==> src/rtl/wb_pkg.sv <==
// Shared widths, entry type and sizing helpers for the register-file write-back queue.
package wb_pkg;

  localparam int unsigned WB_DATA_W = 16;
  localparam int unsigned WB_ADDR_W = 4;

  typedef struct packed {
    logic [WB_ADDR_W-1:0] addr;
    logic [WB_DATA_W-1:0] data;
  } wb_entry_t;

  // Pointer width; at least one bit even for a degenerate single-entry queue.
  function automatic int unsigned ptr_w(input int unsigned depth);
    return (depth > 1) ? $clog2(depth) : 1;
  endfunction

  // Occupancy counter width; must represent 0..depth inclusive.
  function automatic int unsigned cnt_w(input int unsigned depth);
    return $clog2(depth + 1);
  endfunction

endpackage

==> src/rtl/wb_fwd_match.sv <==
// Finds the youngest queued entry whose destination matches one read address.
module wb_fwd_match
  import wb_pkg::*;
#(
  parameter int unsigned DATA_W = WB_DATA_W,
  parameter int unsigned ADDR_W = WB_ADDR_W,
  parameter int unsigned DEPTH  = 4,
  parameter int unsigned PW     = ptr_w(DEPTH),
  parameter int unsigned CW     = cnt_w(DEPTH)
) (
  input  logic [DEPTH-1:0][ADDR_W-1:0] entry_addr,
  input  logic [DEPTH-1:0][DATA_W-1:0] entry_data,
  input  logic [DEPTH-1:0]             entry_valid,
  input  logic [PW-1:0]                rd_ptr,
  input  logic [CW-1:0]                count,
  input  logic [ADDR_W-1:0]            rd_addr,
  output logic                         hit,
  output logic [DATA_W-1:0]            data
);

  logic [PW-1:0] idx;

  // Walk from oldest to youngest so a later match overrides an earlier one.
  always_comb begin
    hit  = 1'b0;
    data = '0;
    idx  = '0;
    for (int k = 0; k < DEPTH; k++) begin
      idx = rd_ptr + PW'(k);
      if ((CW'(k) < count) && entry_valid[idx] && (entry_addr[idx] == rd_addr)) begin
        hit  = 1'b1;
        data = entry_data[idx];
      end
    end
  end

endmodule

==> src/rtl/regfile_wb_queue.sv <==
// In-order write-back queue between execute and the register file write port,
// with youngest-entry forwarding for two operand-fetch read addresses.
module regfile_wb_queue
  import wb_pkg::*;
#(
  parameter int unsigned DATA_W = WB_DATA_W,
  parameter int unsigned ADDR_W = WB_ADDR_W,
  parameter int unsigned DEPTH  = 4,
  localparam int unsigned PW    = ptr_w(DEPTH),
  localparam int unsigned CW    = cnt_w(DEPTH)
) (
  input  logic              clk,
  input  logic              rst_n,
  input  logic              flush,

  input  logic              alu_valid,
  output logic              alu_ready,
  input  logic [ADDR_W-1:0] alu_addr,
  input  logic [DATA_W-1:0] alu_data,

  input  logic              mem_valid,
  output logic              mem_ready,
  input  logic [ADDR_W-1:0] mem_addr,
  input  logic [DATA_W-1:0] mem_data,

  output logic              rf_write_en,
  output logic [ADDR_W-1:0] rf_write_address,
  output logic [DATA_W-1:0] rf_write_data,

  input  logic [ADDR_W-1:0] rd_addr1,
  input  logic [ADDR_W-1:0] rd_addr2,
  output logic              fwd_valid1,
  output logic              fwd_valid2,
  output logic [DATA_W-1:0] fwd_data1,
  output logic [DATA_W-1:0] fwd_data2,

  output logic [CW-1:0]     count,
  output logic              full,
  output logic              empty
);

  logic [DEPTH-1:0][ADDR_W-1:0] addr_q, addr_d;
  logic [DEPTH-1:0][DATA_W-1:0] data_q, data_d;
  logic [DEPTH-1:0]             valid_q, valid_d;
  logic [PW-1:0]                wr_ptr_q, wr_ptr_d;
  logic [PW-1:0]                rd_ptr_q, rd_ptr_d;
  logic [CW-1:0]                count_q, count_d;

  logic              push_mem, push_alu, push, pop;
  logic [ADDR_W-1:0] push_addr;
  logic [DATA_W-1:0] push_data;

  assign full  = (count_q == CW'(DEPTH));
  assign empty = (count_q == '0);
  assign count = count_q;

  // Load path has fixed priority; no pass-through when full, even if retiring.
  assign mem_ready = !full && !flush;
  assign alu_ready = !full && !flush && !mem_valid;

  assign push_mem  = mem_valid && mem_ready;
  assign push_alu  = alu_valid && alu_ready;
  assign push      = push_mem || push_alu;
  assign push_addr = push_mem ? mem_addr : alu_addr;
  assign push_data = push_mem ? mem_data : alu_data;

  assign rf_write_en      = !empty && !flush;
  assign rf_write_address = addr_q[rd_ptr_q];
  assign rf_write_data    = data_q[rd_ptr_q];
  assign pop              = rf_write_en;

  always_comb begin
    addr_d   = addr_q;
    data_d   = data_q;
    valid_d  = valid_q;
    wr_ptr_d = wr_ptr_q;
    rd_ptr_d = rd_ptr_q;
    count_d  = count_q;
    if (flush) begin
      valid_d  = '0;
      wr_ptr_d = '0;
      rd_ptr_d = '0;
      count_d  = '0;
    end else begin
      // push and pop never share a slot: push needs !full, pop needs !empty
      if (push) begin
        addr_d[wr_ptr_q]  = push_addr;
        data_d[wr_ptr_q]  = push_data;
        valid_d[wr_ptr_q] = 1'b1;
        wr_ptr_d          = wr_ptr_q + 1'b1;
      end
      if (pop) begin
        valid_d[rd_ptr_q] = 1'b0;
        rd_ptr_d          = rd_ptr_q + 1'b1;
      end
      count_d = count_q + CW'(push) - CW'(pop);
    end
  end

  always_ff @(posedge clk or negedge rst_n) begin
    if (!rst_n) begin
      addr_q   <= '0;
      data_q   <= '0;
      valid_q  <= '0;
      wr_ptr_q <= '0;
      rd_ptr_q <= '0;
      count_q  <= '0;
    end else begin
      addr_q   <= addr_d;
      data_q   <= data_d;
      valid_q  <= valid_d;
      wr_ptr_q <= wr_ptr_d;
      rd_ptr_q <= rd_ptr_d;
      count_q  <= count_d;
    end
  end

  wb_fwd_match #(
    .DATA_W (DATA_W),
    .ADDR_W (ADDR_W),
    .DEPTH  (DEPTH),
    .PW     (PW),
    .CW     (CW)
  ) u_fwd1 (
    .entry_addr  (addr_q),
    .entry_data  (data_q),
    .entry_valid (valid_q),
    .rd_ptr      (rd_ptr_q),
    .count       (count_q),
    .rd_addr     (rd_addr1),
    .hit         (fwd_valid1),
    .data        (fwd_data1)
  );

  wb_fwd_match #(
    .DATA_W (DATA_W),
    .ADDR_W (ADDR_W),
    .DEPTH  (DEPTH),
    .PW     (PW),
    .CW     (CW)
  ) u_fwd2 (
    .entry_addr  (addr_q),
    .entry_data  (data_q),
    .entry_valid (valid_q),
    .rd_ptr      (rd_ptr_q),
    .count       (count_q),
    .rd_addr     (rd_addr2),
    .hit         (fwd_valid2),
    .data        (fwd_data2)
  );

endmodule

==> config.mk <==
export PLATFORM = sky130hd
export DESIGN_NAME = regfile_wb_queue
export DESIGN_NICKNAME = d
export VERILOG_FILES = /design/src/rtl/wb_pkg.sv /design/src/rtl/wb_fwd_match.sv /design/src/rtl/regfile_wb_queue.sv
export SDC_FILE = /design/constraint.sdc
export NUM_CORES = 1
export LEC_CHECK = 0
export ABC_AREA = 1
export BUFFER_PORTS_ARGS = -buffer_cell sky130_fd_sc_hd__buf_2
export CAP_MARGIN = 20
export CORE_ASPECT_RATIO = 1.2
export CORE_UTILIZATION = 53
export DETAILED_ROUTE_END_ITERATION = 16
export GPL_TIMING_DRIVEN = 0
export HOLD_SLACK_MARGIN = 0.03
export PLACE_DENSITY = 0.78
export SYNTH_ARGS = -nofsm -noshare
export SYNTH_HDL_FRONTEND = slang
export SYNTH_HIERARCHICAL = 1
export SYNTH_SLANG_ARGS = --single-unit
==> constraint.sdc <==
create_clock -name clk -period 2.2 [get_ports clk]
set_input_delay 0.11 -clock clk [delete_from_list [all_inputs] [get_ports clk]]
set_output_delay 0.11 -clock clk [all_outputs]
set_load 0.01 [all_outputs]
Yosys cells after proc, flatten, opt, wreduce, memory -nomap -nowiden. Index checks and enable logic that the tools add are counted.

Register bits after elaboration: 91. Latch bits: 0. RAM bits: 0. ROM bits: 0. Input bits: 53. Output and inout port bits: 62. Word-level logic and storage cells: 131. Memories kept: 0.

Add/subtract/negate cells: 6. Multiply operators: 0. Divide/modulo/power cells: 0. Order comparisons: 11. Eq/ne operators: 9. Shift operators: 0. Muxes and demuxes: 61. Bitwise gates (word level): 4. Reductions and logical operators: 28.

Operator list (number): $mux 16 (14); $bmux 16 s2 (4); $bwmux 64 (1); $mux 4 (10); $bmux 4 s2 (4); $demux 16 s2 (1); $eq 4x4->1 (8); $logic_and 1x1->1 (19); $bwmux 16 (1); $lt 2x3->1 const B (5); $mux 1 (14); $bmux 1 s2 (4); $demux 4 s2 (1); $mux 2 (4); $lt 1x3->1 const A (2); $lt 2x3->1 const A (2); $add 2x1->2 const B (2); $add 2x2->2 const B (2); $and 4x4->4 (1); $demux 1 s2 (2); $ge 2x1->1 const B (2); $logic_not 1->1 (4); $not 4->4 (1); $or 4x4->4 (1); other kinds (9) (10).

Longest topological paths before layout. Gate-level depths: netlist (run 1).

Depth in word-level cells: 11. Depth in mapped cells: 17. Depth with buffers taken out: 14.

Hierarchy. Netlist (run 1), hierarchy kept.

By module, submodules not included: wb_fwd_match (times used 2, cells each 678, area an instance 3056.7 µm²); regfile_wb_queue (times used 1, cells each 625, area an instance 4762.1 µm²).

Worst setup path after synthesis (run 1). OpenSTA, ideal clock, no wires.

Path kind: register -> register. Start point: register count_q[1], in the netlist count[1]. End point: register count_q[2], in the netlist count[2]. Library setup time: 0.121 ns. Arrival time: 2.183 ns. Required time: 2.079 ns. Setup slack: -0.105 ns. Cell stages (with the launch flop): 12. Buffers on the path: 0. Clock period less this slack: 2.305 ns. Cell sequence: dfrtp_1 nor2_1 nand2_1 inv_1 nor2_1 ha_1 inv_1 ha_1 inv_1 fa_1 xor2_1 nor2_1.

RTL lines: start: declaration (RTL line regfile_wb_queue.sv:47) `logic [CW-1:0] count_q, count_d;`; start signal: assignment (RTL line regfile_wb_queue.sv:114) `count_q <= count_d;`; $logic_not 3->1 (RTL line regfile_wb_queue.sv:54) `assign empty = (count_q == '0);`; via empty (RTL line regfile_wb_queue.sv:39) `output logic empty`; $logic_not 1->1 (RTL line regfile_wb_queue.sv:67) `assign rf_write_en = !empty && !flush;`; $logic_and 1x1->1 (RTL line regfile_wb_queue.sv:67); via rf_write_en (RTL line regfile_wb_queue.sv:26) `output logic rf_write_en,`; $sub 3x1->3 (RTL line regfile_wb_queue.sv:96) `count_d = count_q + CW'(push) - CW'(pop);`; $mux 3 (RTL line regfile_wb_queue.sv:79) `if (flush) begin`; via count_d[2] (RTL line regfile_wb_queue.sv:47).

The timed path passes the listed nets, and every way through them passes these cells. A chain may end at the register's enable or synchronous reset.

Final worst setup path (run 1).
Start point: register rd_ptr_q[0]. End point: output port fwd_data2[14].

Longest elaborated chain between the ends: 8.

Ends and longest elaborated chain: start: declaration (RTL line regfile_wb_queue.sv:46) `logic [PW-1:0] rd_ptr_q, rd_ptr_d;`; start signal: assignment (RTL line regfile_wb_queue.sv:113) `rd_ptr_q <= rd_ptr_d;`; $add 2x1->2 (tied with other cells) (RTL line wb_fwd_match.sv:29) `idx = rd_ptr + PW'(k);`; $bmux 4 s2 (tied with other cells) (RTL line wb_fwd_match.sv:30) `if ((CW'(k) < count) && entry_valid[idx] && (entry_addr[idx] == rd_addr)) begin`; $mux 4 (not written as such) (tied with other cells) (RTL line wb_fwd_match.sv:30); $eq 4x4->1 or $logic_and 1x1->1 (tied branches) (RTL line wb_fwd_match.sv:30); $logic_and 1x1->1 or $mux 16 (tied branches) (RTL line wb_fwd_match.sv:30); $mux 16 (2 in series) (RTL line wb_fwd_match.sv:30); $mux 16 (*) (RTL line wb_fwd_match.sv:30); end: declaration (RTL line regfile_wb_queue.sv:35) `output logic [DATA_W-1:0] fwd_data2,`.

Mark *: on every way between the ends. The rest lies on a longest branch, timed or not. The select of a mux whose other input is x is not followed.

==> impl_metrics.py, run 1 <==
metrics = {
    "critical_path": {
        "worst_setup_path_start_kind": "flop",
        "critPathKind": "reg2out",
        "critPathRequiredTime_ns": 2.09,
        "arrival_ns": 2.65,
        "critPathMaxStageDelay_ns": 0.44,
        "endpoint_kind": "primary output",
        "cp_cell_sequence": "buf_8, clkinv_8, buf_8, nand2_4, nand2_4, buf_2, nand2_1, nand2_1, nand2_1, nand2_2, nor2_4, nand2_4, buf_6, nand2_2, nand3_2, a21oi_4, buf_6",
        "critPathMaxFanout": 7,
        "reg2reg_depth": 12,
        "cp_slowest_cell": "dfrtp_2",
    },
    "detailed_routing": {
        "ant_nets": 0,
        "vias": 13800,
        "wl_mm": 40.6,
        "first_pass_iters": 5,
        "drc_errors": 0,
        "dr.first_iter.drc_count": 1458,
        "vias_per_cell": 5.66,
        "wl_per_cell_um": 16.7,
    },
    "sta": {
        "finalSetupViolations": 34,
        "fin_ws_ns": -0.559,
        "finalClockSkew_ns": 0.00357,
        "whs_ns": 0.0646,
        "grt_setup_unrepaired": "true",
        "relSlewSlack_pct": 59.7,
        "fin_crit_sh_pct": 125,
        "drv_slew": 0,
        "period_minus_slack_ns": 2.76,
        "clock.fmax_mhz": 362,
        "final_hold_viol_count": 0,
        "worst_slew_pin_slew_ns": 0.605,
    },
    "logic_synthesis": {
        "seq_area_frac_synth_pct": 20.9,
        "synth_edf_count": 0,
        "synth_top_area_share_pct": 34.0,
        "ys_ff_latch": 91,
        "syn_nets": 2045,
        "synth_cell_types": 37,
        "netlist_area_mm2": 0.0109,
        "postSynthCellCount": 1981,
        "synthFlopType": "dfrtp_1",
        "synth_area_leaders": "nand2_1, dfrtp_1, nand3_1",
        "synth_area_leader_cell": "nand2_1",
        "async_flop_share_pct": 100,
        "yosys_warnings": 6,
        "syn_avg_cell_area_um2": 5.49,
    },
    "run_status": {
        "status": "finished with violations",
        "violations": "negative setup slack",
    },
    "layout": {
        "stdcell_area_mm2": 0.0134,
        "areaGrowthSynthToFinish_pct": 23.1,
        "antenna_cells": 0,
        "drive_gt1_share_pct": 20.3,
        "fin_nets": 2231,
    },
    "min_path": {
        "hp-class": "in2reg",
        "hold_path_depth": 2,
    },
    "floorplanning": {
        "fp.dieH_um": 159,
        "die_w_um": 133,
        "core_mm2": 0.0202,
        "dieArea_mm2": 0.0211,
        "start_util_pct": 53.9,
        "num_rows": 57,
        "ioPinCount": 115,
    },
    "placed_design": {
        "place_area_mm2": 0.0118,
        "port_buffers": 113,
        "place.gp.congestion": 0.949,
        "hpwl_mm": 30.7,
    },
    "global_route": {
        "grt_pass1_wl_mm": 63.1,
        "grtUsageMet2_pct": 62.4,
        "grt.met1_usage_pct": 48.4,
        "grt_pass1_vias": 12600,
        "grt-busiest-layer": "met2",
        "grt_max_degree": 71,
        "track_usage_pct": 37.4,
        "antenna_found_initial": 0,
        "grt.overflow.total": 0,
        "grt_use_met3_pct": 4.31,
    },
    "power_and_ir_drop": {
        "intPower_mw": 8.21,
        "sw_frac_of_total_pct": 57.0,
        "power_frac_clock_pct": 8.3,
        "power_density_mw_per_mm2": 1430,
        "p_seq_share_pct": 21.4,
        "leakagePower_nw": 7.23,
        "p_sw_mw": 10.9,
        "ir_drop_uv": 984,
        "comb_power_share_pct": 70.2,
    },
    "clock_tree": {
        "cts_inserted_buffers": 9,
        "clock_latency_ns": 0.34,
        "clk_pin_slew_ns": 0.06,
        "cts_buffer_depth": 2,
        "cts_tree": "built",
        "htreeDepth": 3,
        "cts_sinks": 91,
        "clockRootBuffer": "clkbuf_16",
    },
    "job": {
        "drv_cap": 0,
    },
}
final cells by class:
| type | instances | area, um2 |
|---|---|---|
| Timing Repair Buffer | 174 | 1210 |
| Clock inverter | 1 | 30.0 |
| Multi-Input combinational cell | 1643 | 7900 |
| Clock buffer | 15 | 278 |
| Sequential cell | 91 | 2280 |
| Tap cell | 265 | 332 |
| Buffer | 124 | 860 |
| Fill cell | 1852 | 6790 |
| Inverter | 124 | 498 |
worst max-delay path: cells and delay by family, from the launching register on:
family	cells	cell delay, ns
and+or+nand+nor	10	0.86
buffers and inverters	6	0.81
DFF	1	0.44
AOI/OAI and AO/OA	1	0.19
metal layers:
| layer | up-vias | wire length [um] |
|---|---|---|
| met5 | - | 0 |
| met4 | 0 | 1550 |
| met3 | 118 | 3950 |
| met2 | 781 | 19200 |
| met1 | 6223 | 15900 |
| li1 | 6680 | - |
kinds of logic (layout without fill, tap and decap cells):
logic type               after synthesis  in the layout  synth area share (%)
AO/OA/AOI/OAI                        223            223                  11.4
XOR/XNOR                               8              8                 0.644
adder cells (fa/ha/maj)               11             11                  1.33
buffers and inverters                249            438                  10.7
flip-flops                            91             91                  20.9
multiplexers                          30             30                  2.76
AND/OR/NAND/NOR                     1369           1371                  52.2
cells in the mapped netlist, types with 7 or more instances:
master	number
inv_1	117
buf_4	12
a21oi_1	8
o22ai_1	20
mux2i_1	30
buf_6	14
buf_2	51
o21ai_1	12
nor2_1	106
ha_1	10
a21o_1	30
xor2_1	7
nand2_2	14
nand2_1	986
o21ai_0	143
buf_1	10
dfrtp_1	91
nand3_1	214
nand4_1	24
clkbuf_1	38
metrics by stage:
stage	cells	worst slack, ns	utilization, %	TNS, ns	power (mW)
final	2437	-0.559	66.3	-15.07	19.1
after global routing	2437	-0.603	66.3	-18.54	20.6
after CTS	2406	-0.431	63.0	-12.91	17.7
after detailed placement	2360	-0.410	58.5	-10.97	15.2
after global placement	2359	-0.398	58.3	-10.23	14.9
after floorplan	1981	0.0445	-	0	11.7
placed cells by master, fill, tap and decap left out, types with 21 or more instances in the layout:
| master | count |
|---|---|
| nand2_2 | 53 |
| dfrtp_1 | 86 |
| clkbuf_1 | 21 |
| nand3_1 | 199 |
| nand4_1 | 24 |
| buf_2 | 140 |
| inv_1 | 115 |
| nand2_1 | 941 |
| o21ai_0 | 120 |
| a21o_1 | 30 |
| nor2_1 | 83 |
| o21ai_1 | 26 |
| buf_6 | 37 |
| buf_4 | 63 |
| mux2i_1 | 30 |
sequential cells by signal (all words and copies together), names as in the netlist:
name      flops
addr_q       16
count         3
data_q       64
rd_ptr_q      2
valid_q       4
wr_ptr_q      2
what timing repair did:
action                                 in CTS  in global routing
gates cloned                                5                  7
pin swaps                                  28                 40
resized for setup                         130                145
endpoints found under the hold margin      33                  0
setup buffers                              24                 25
hold buffers                                1                  0
setup endpoints to repair                  47                 44
path summary, 6_finish.rpt:
kind	from	endpoint	slack [ns]
worst max register to register	count[1]$_DFF_PN0_	count[2]$_DFF_PN0_	0.03
min in group asynchronous	rst_n	data_q[59]$_DFFE_PN0P_	0.19
max in group asynchronous	rst_n	count[0]$_DFF_PN0_	1.34
worst min-delay path	flush	count[2]$_DFF_PN0_	0.06
worst max-delay path	rd_ptr_q[0]$_DFFE_PN0P_	fwd_data2[14]	-0.56
worst min register to register	wr_ptr_q[1]$_DFFE_PN0P_	wr_ptr_q[1]$_DFFE_PN0P_	0.57
power by group through the flow:
stage	Clock, mW	Combinational, mW	Sequential, mW
3_3_place_gp	0	11.0	3.97
6_report	1.59	13.4	4.10
2_1_floorplan	0	8.47	3.26
5_1_grt	1.67	14.8	4.17
4_1_cts	1.59	12.1	3.97
3_5_place_dp	0	11.2	4.01
Power figures use the tool's default switching activity.
==> run 2, diff against run 1 <==
- SLEW_MARGIN: not set -> 10
- clock period: 2.2 -> 2.7 ns (I/O delays scaled with it)
==> impl_metrics.py, run 2 (synthesis gave the netlist of run 1 again) <==
metrics = {
    "sta": {
        "finalClockSkew_ns": 0.00528,
        "clock.fmax_mhz": 366,
        "final_hold_viol_count": 0,
        "finalSetupViolations": 8,
        "relSlewSlack_pct": 51.0,
        "grt_setup_unrepaired": "true",
        "setup_tns_ns": -0.106,
        "worst_slew_pin_slew_ns": 0.735,
        "fin_crit_sh_pct": 101,
        "fin_ws_ns": -0.0358,
        "period_minus_slack_ns": 2.74,
        "drv_slew": 0,
    },
    "placed_design": {
        "place.gp.congestion": 0.935,
        "port_buffers": 113,
        "hpwl_mm": 30.4,
        "dp_slack_ns": 0.0674,
    },
    "clock_tree": {
        "cts_tree": "built",
        "clock_latency_ns": 0.34,
        "cts_sinks": 91,
        "cts_inserted_buffers": 9,
        "clk_pin_slew_ns": 0.06,
        "cts_buffer_depth": 2,
        "htreeDepth": 3,
        "clockRootBuffer": "clkbuf_16",
    },
    "run_status": {
        "status": "finished with violations",
        "violations": "negative setup slack",
    },
    "global_route": {
        "grt_pass1_wl_mm": 60.8,
        "antenna_found_initial": 0,
        "track_usage_pct": 36.0,
        "grt_pass1_vias": 11800,
        "grt_max_degree": 68,
        "grt.overflow.total": 0,
    },
    "layout": {
        "seqCellArea_mm2": 0.00228,
        "fill_cells": 1912,
        "regMostFlops": "data_q",
        "multi_input_area_mm2": 0.00777,
        "drive_gt1_share_pct": 17.7,
        "layout_commonest_cell": "nand2_1",
        "fin_nets": 2218,
        "final_cell_mix": "nand2_1, nand3_1, buf_2",
        "areaGrowthSynthToFinish_pct": 20.3,
        "largest_reg_flops": 64,
        "largest_registers": "data_q: 64 flops, addr_q: 16 flops, valid_q: 4 flops",
        "antenna_cells": 0,
    },
    "detailed_routing": {
        "drc_errors": 0,
        "vias": 13600,
        "wl_mm": 39.7,
        "ant_nets": 0,
        "first_pass_iters": 6,
        "wl_per_cell_um": 16.4,
        "dr.first_iter.drc_count": 1578,
        "vias_per_cell": 5.60,
    },
    "critical_path": {
        "worst_setup_path_start_kind": "flop",
        "critPathKind": "reg2out",
        "arrival_ns": 2.60,
        "critPathRequiredTime_ns": 2.57,
        "critPathMaxFanout": 8,
        "endpoint_kind": "primary output",
    },
    "floorplanning": {
        "num_rows": 57,
        "fp.dieH_um": 159,
        "ioPinCount": 115,
        "core_mm2": 0.0202,
        "dieArea_mm2": 0.0211,
        "die_w_um": 133,
        "start_util_pct": 53.9,
    },
    "power_and_ir_drop": {
        "total_power_mw": 15.3,
        "leakagePower_nw": 7.10,
        "power_density_mw_per_mm2": 1170,
        "ir_drop_uv": 698,
    },
    "job": {
        "drv_cap": 0,
    },
    "min_path": {
        "hp-class": "in2reg",
    },
}
[run 2: cell types whose count changed in the layout (fill, tap and decap cells not counted), sizes merged]
cell / change
bufinv: +1
buf: -15
nand2: -2
clkinv: +2
clkbuf: +1
[run 2: report_power, final]
part,internal (mW),switching (mW)
Clock,0.837,0.505
Combinational,3.79,6.79
Sequential,1.95,1.39
Total,6.57,8.69
[run 2: path summary, 6_finish.rpt]
path / start / end / slack (ns) / cells after the start
worst max-delay path: rd_ptr_q[0]$_DFFE_PN0P_ / fwd_data2[5] / -0.04 / 16
worst min-delay path: flush / count[0]$_DFF_PN0_ / 0.08 / 2
worst max register to register: count[1]$_DFF_PN0_ / count[2]$_DFF_PN0_ / 0.25 / 11
worst min register to register: wr_ptr_q[0]$_DFFE_PN0P_ / wr_ptr_q[0]$_DFFE_PN0P_ / 0.56 / 1
max in group asynchronous: rst_n / rd_ptr_q[0]$_DFFE_PN0P_ / 1.81 / 3
min in group asynchronous: rst_n / data_q[27]$_DFFE_PN0P_ / 0.23 / 2
[run 2: timing repair]
item / in CTS / in global routing
pin swaps: 5 / 39
hold endpoints to repair: 24 / 0
hold buffers: 1 / 0
resized for setup: 20 / 198
setup endpoints to repair: 34 / 32
cloned: 1 / 9
setup buffers: 8 / 30
[run 2: per-stage QoR]
| step | std cells | hold slack [ns] | util, % | area, um2 |
|---|---|---|---|---|
| after floorplan | 1981 | -0.161 | - | 10900 |
| after detailed placement | 2360 | 0.0602 | 58.5 | 11800 |
| after CTS | 2386 | 0.0821 | 60.7 | 12300 |
| after global placement | 2359 | 0.425 | 58.3 | 11800 |
| after global routing | 2424 | 0.106 | 64.8 | 13100 |
| final | 2424 | 0.0760 | 64.8 | 13100 |
[run 2: layout make-up]
type / count / share of cell area (%)
Inverter: 124 / 3.79
Clock buffer: 12 / 1.88
Timing Repair Buffer: 163 / 7.97
Sequential cell: 91 / 17.4
Clock inverter: 4 / 0.564
Multi-Input combinational cell: 1641 / 59.4
Buffer: 124 / 6.47
Tap cell: 265 / 2.53
[run 2: critical path, cell delays in order (launching register included)]
cell	delay (ns)
dfrtp_2	0.44
buf_8	0.17
clkinv_8	0.08
buf_8	0.14
buf_6	0.13
nand2_4	0.07
nand3_2	0.08
nand2_2	0.10
xor2_2	0.23
nand3_4	0.17
buf_6	0.18
nor2_2	0.08
nand2_1	0.06
nand3_1	0.06
nand2_1	0.05
nand2_1	0.09
buf_2	0.14
[run 2: per-layer routing]
layer	global-route usage [%]	share of wire (%)
met5	0	0
met4	13.5	3.4
met3	3.26	9.3
met2	60.0	47
met1	48.2	40
==> run 3, diff against run 2 <==
- SKIP_LAST_GASP: not set -> 1
==> impl_metrics.py, run 3 (synthesis gave the netlist of run 1 again) <==
metrics = {
    "run_status": {
        "status": "finished with violations",
        "violations": "negative setup slack",
    },
    "clock_tree": {
        "clk_pin_slew_ns": 0.06,
        "cts_inserted_buffers": 9,
        "cts_sinks": 91,
        "htreeDepth": 3,
        "cts_buffer_depth": 2,
        "cts_tree": "built",
        "clock_latency_ns": 0.34,
        "clockRootBuffer": "clkbuf_16",
    },
    "critical_path": {
        "cpMostUsedCell": "nand2_1",
        "critPathKind": "reg2out",
        "critPathRequiredTime_ns": 2.57,
        "critPathMaxFanout": 8,
        "critPathMaxStageDelay_ns": 0.44,
        "reg2reg_depth": 11,
        "rr_startpoint": "count[1]$_DFF_PN0_",
        "arrival_ns": 2.59,
        "endpoint_kind": "primary output",
        "startpoint": "rd_ptr_q[0]$_DFFE_PN0P_",
        "cp_cell_sequence": "buf_8, clkinv_8, buf_8, buf_6, nand2_4, nand3_2, nand2_2, xor2_2, nand3_4, buf_6, nor2_1, nand2_1, nand3_1, nand2_1, nand2_1, buf_2",
        "cp_slowest_cell": "dfrtp_2",
        "cp-endpoint": "fwd_data2[5]",
        "worst-r2r-setup-slack_ns": 0.23,
        "timing.rr.end": "count[2]$_DFF_PN0_",
        "worst_setup_path_start_kind": "flop",
    },
    "job": {
        "drv_cap": 0,
    },
    "global_route": {
        "antenna_found_initial": 0,
        "grt_pass1_wl_mm": 60.8,
        "grt_pass1_vias": 11800,
        "grt.overflow.total": 0,
        "track_usage_pct": 36.0,
        "grt_max_degree": 68,
    },
    "placed_design": {
        "dp_slack_ns": 0.0674,
        "port_buffers": 113,
        "dp.cells": 2360,
        "hpwl_mm": 30.4,
        "place.gp.congestion": 0.935,
    },
    "sta": {
        "setup_tns_ns": -0.0495,
        "finalClockSkew_ns": 0.00604,
        "drv_slew": 0,
        "period_minus_slack_ns": 2.72,
        "fin_crit_sh_pct": 101,
        "grt_setup_unrepaired": "true",
        "final_hold_viol_count": 0,
        "finalSetupViolations": 4,
        "fin_ws_ns": -0.0225,
        "clock.fmax_mhz": 367,
        "relSlewSlack_pct": 52.4,
        "worst_slew_pin_slew_ns": 0.715,
    },
    "floorplanning": {
        "num_rows": 57,
        "start_util_pct": 53.9,
        "core_mm2": 0.0202,
        "fp.dieH_um": 159,
        "die_w_um": 133,
        "ioPinCount": 115,
        "dieArea_mm2": 0.0211,
    },
    "layout": {
        "antenna_cells": 0,
        "drive_gt1_share_pct": 17.7,
        "final_cell_mix": "nand2_1, nand3_1, buf_2",
        "fin_cells": 2424,
        "seqCellArea_mm2": 0.00228,
        "regMostFlops": "data_q",
        "fin_nets": 2218,
        "utilization_pct": 64.8,
        "largest_reg_flops": 64,
        "largest_registers": "data_q: 64 flops, addr_q: 16 flops, valid_q: 4 flops",
        "multi_input_area_mm2": 0.00776,
        "layout_commonest_cell": "nand2_1",
        "fill_cells": 1911,
        "areaGrowthSynthToFinish_pct": 20.3,
    },
    "min_path": {
        "hp-class": "in2reg",
        "hold_path_depth": 2,
    },
    "detailed_routing": {
        "wl_per_cell_um": 16.4,
        "ant_nets": 0,
        "vias_per_cell": 5.62,
        "wl_mm": 39.7,
        "dr.first_iter.drc_count": 1588,
        "first_pass_iters": 6,
        "drc_errors": 0,
        "vias": 13600,
    },
    "power_and_ir_drop": {
        "power_frac_clock_pct": 8.8,
        "leakagePower_nw": 7.10,
        "power_density_mw_per_mm2": 1170,
        "p_sw_mw": 8.69,
        "total_power_mw": 15.3,
        "p_seq_share_pct": 22.0,
        "sw_frac_of_total_pct": 56.9,
        "intPower_mw": 6.57,
        "comb_power_share_pct": 69.3,
        "ir_drop_uv": 700,
    },
}
[run 3: cell count changes in the layout (fill, tap and decap cells not counted)]
| cell | change |
|---|---|
| nor2_1 | +1 |
| nor2_2 | -1 |
[run 3: what timing repair did]
item	in CTS	in global routing
cloned	1	9
pin swaps	5	39
buffers inserted	8	30
endpoints found under the setup margin	34	32
hold buffers	1	0
endpoints found under the hold margin	24	0
gates resized for setup	20	197
[run 3: worst min path at each step]
stage	startpoint	end	slack (ns)
after global placement	flush	count[0]$_DFF_PN0_	0.42
final	flush	count[0]$_DFF_PN0_	0.08
after detailed placement	rst_n	data_q[43]$_DFFE_PN0P_	0.06
after floorplan	rst_n	addr_q[0]$_DFFE_PN0P_	-0.16
after global routing	flush	count[0]$_DFF_PN0_	0.11
after CTS	flush	count[0]$_DFF_PN0_	0.08
[run 3: metrics by stage]
stage	hold slack, ns	instance area [um2]
3_3_place_gp	0.425	11800
2_1_floorplan	-0.161	10900
4_1_cts	0.0821	12300
3_5_place_dp	0.0602	11800
6_report	0.0772	13100
5_1_grt	0.106	13100
[run 3: power by group through the flow]
stage | registers, mW | clock network, mW | logic [mW]
finish | 3.35 | 1.34 | 10.6
detailed placement | 3.27 | 0 | 9.12
CTS | 3.24 | 1.35 | 9.36
floorplan | 2.66 | 0 | 6.90
global placement | 3.23 | 0 | 8.91
global route | 3.40 | 1.41 | 11.7
[run 3: final cells by class]
class	count	area share (%)
tap	265	2.53
clock buffer	12	1.88
multi-input combinational	1641	59.4
inverter	124	3.79
timing repair buffer	163	7.97
clock inverter	4	0.564
sequential	91	17.4
buffer	124	6.48
[run 3: metal layers]
metal  part of all wire [%]  wire [um]  GRT usage, %
met4                    3.4       1340          13.5
met1                     40      15800          48.2
met5                      0          0             0
met3                    9.6       3810          3.26
met2                     47      18700          60.0
[run 3: critical path, delay by kind of cell (launching register included)]
| family | cells | cell delay [ns] |
|---|---|---|
| xor gates and xnor gates | 1 | 0.23 |
| buffers and inverters | 6 | 0.83 |
| DFF | 1 | 0.44 |
| and+or+nand+nor | 9 | 0.75 |
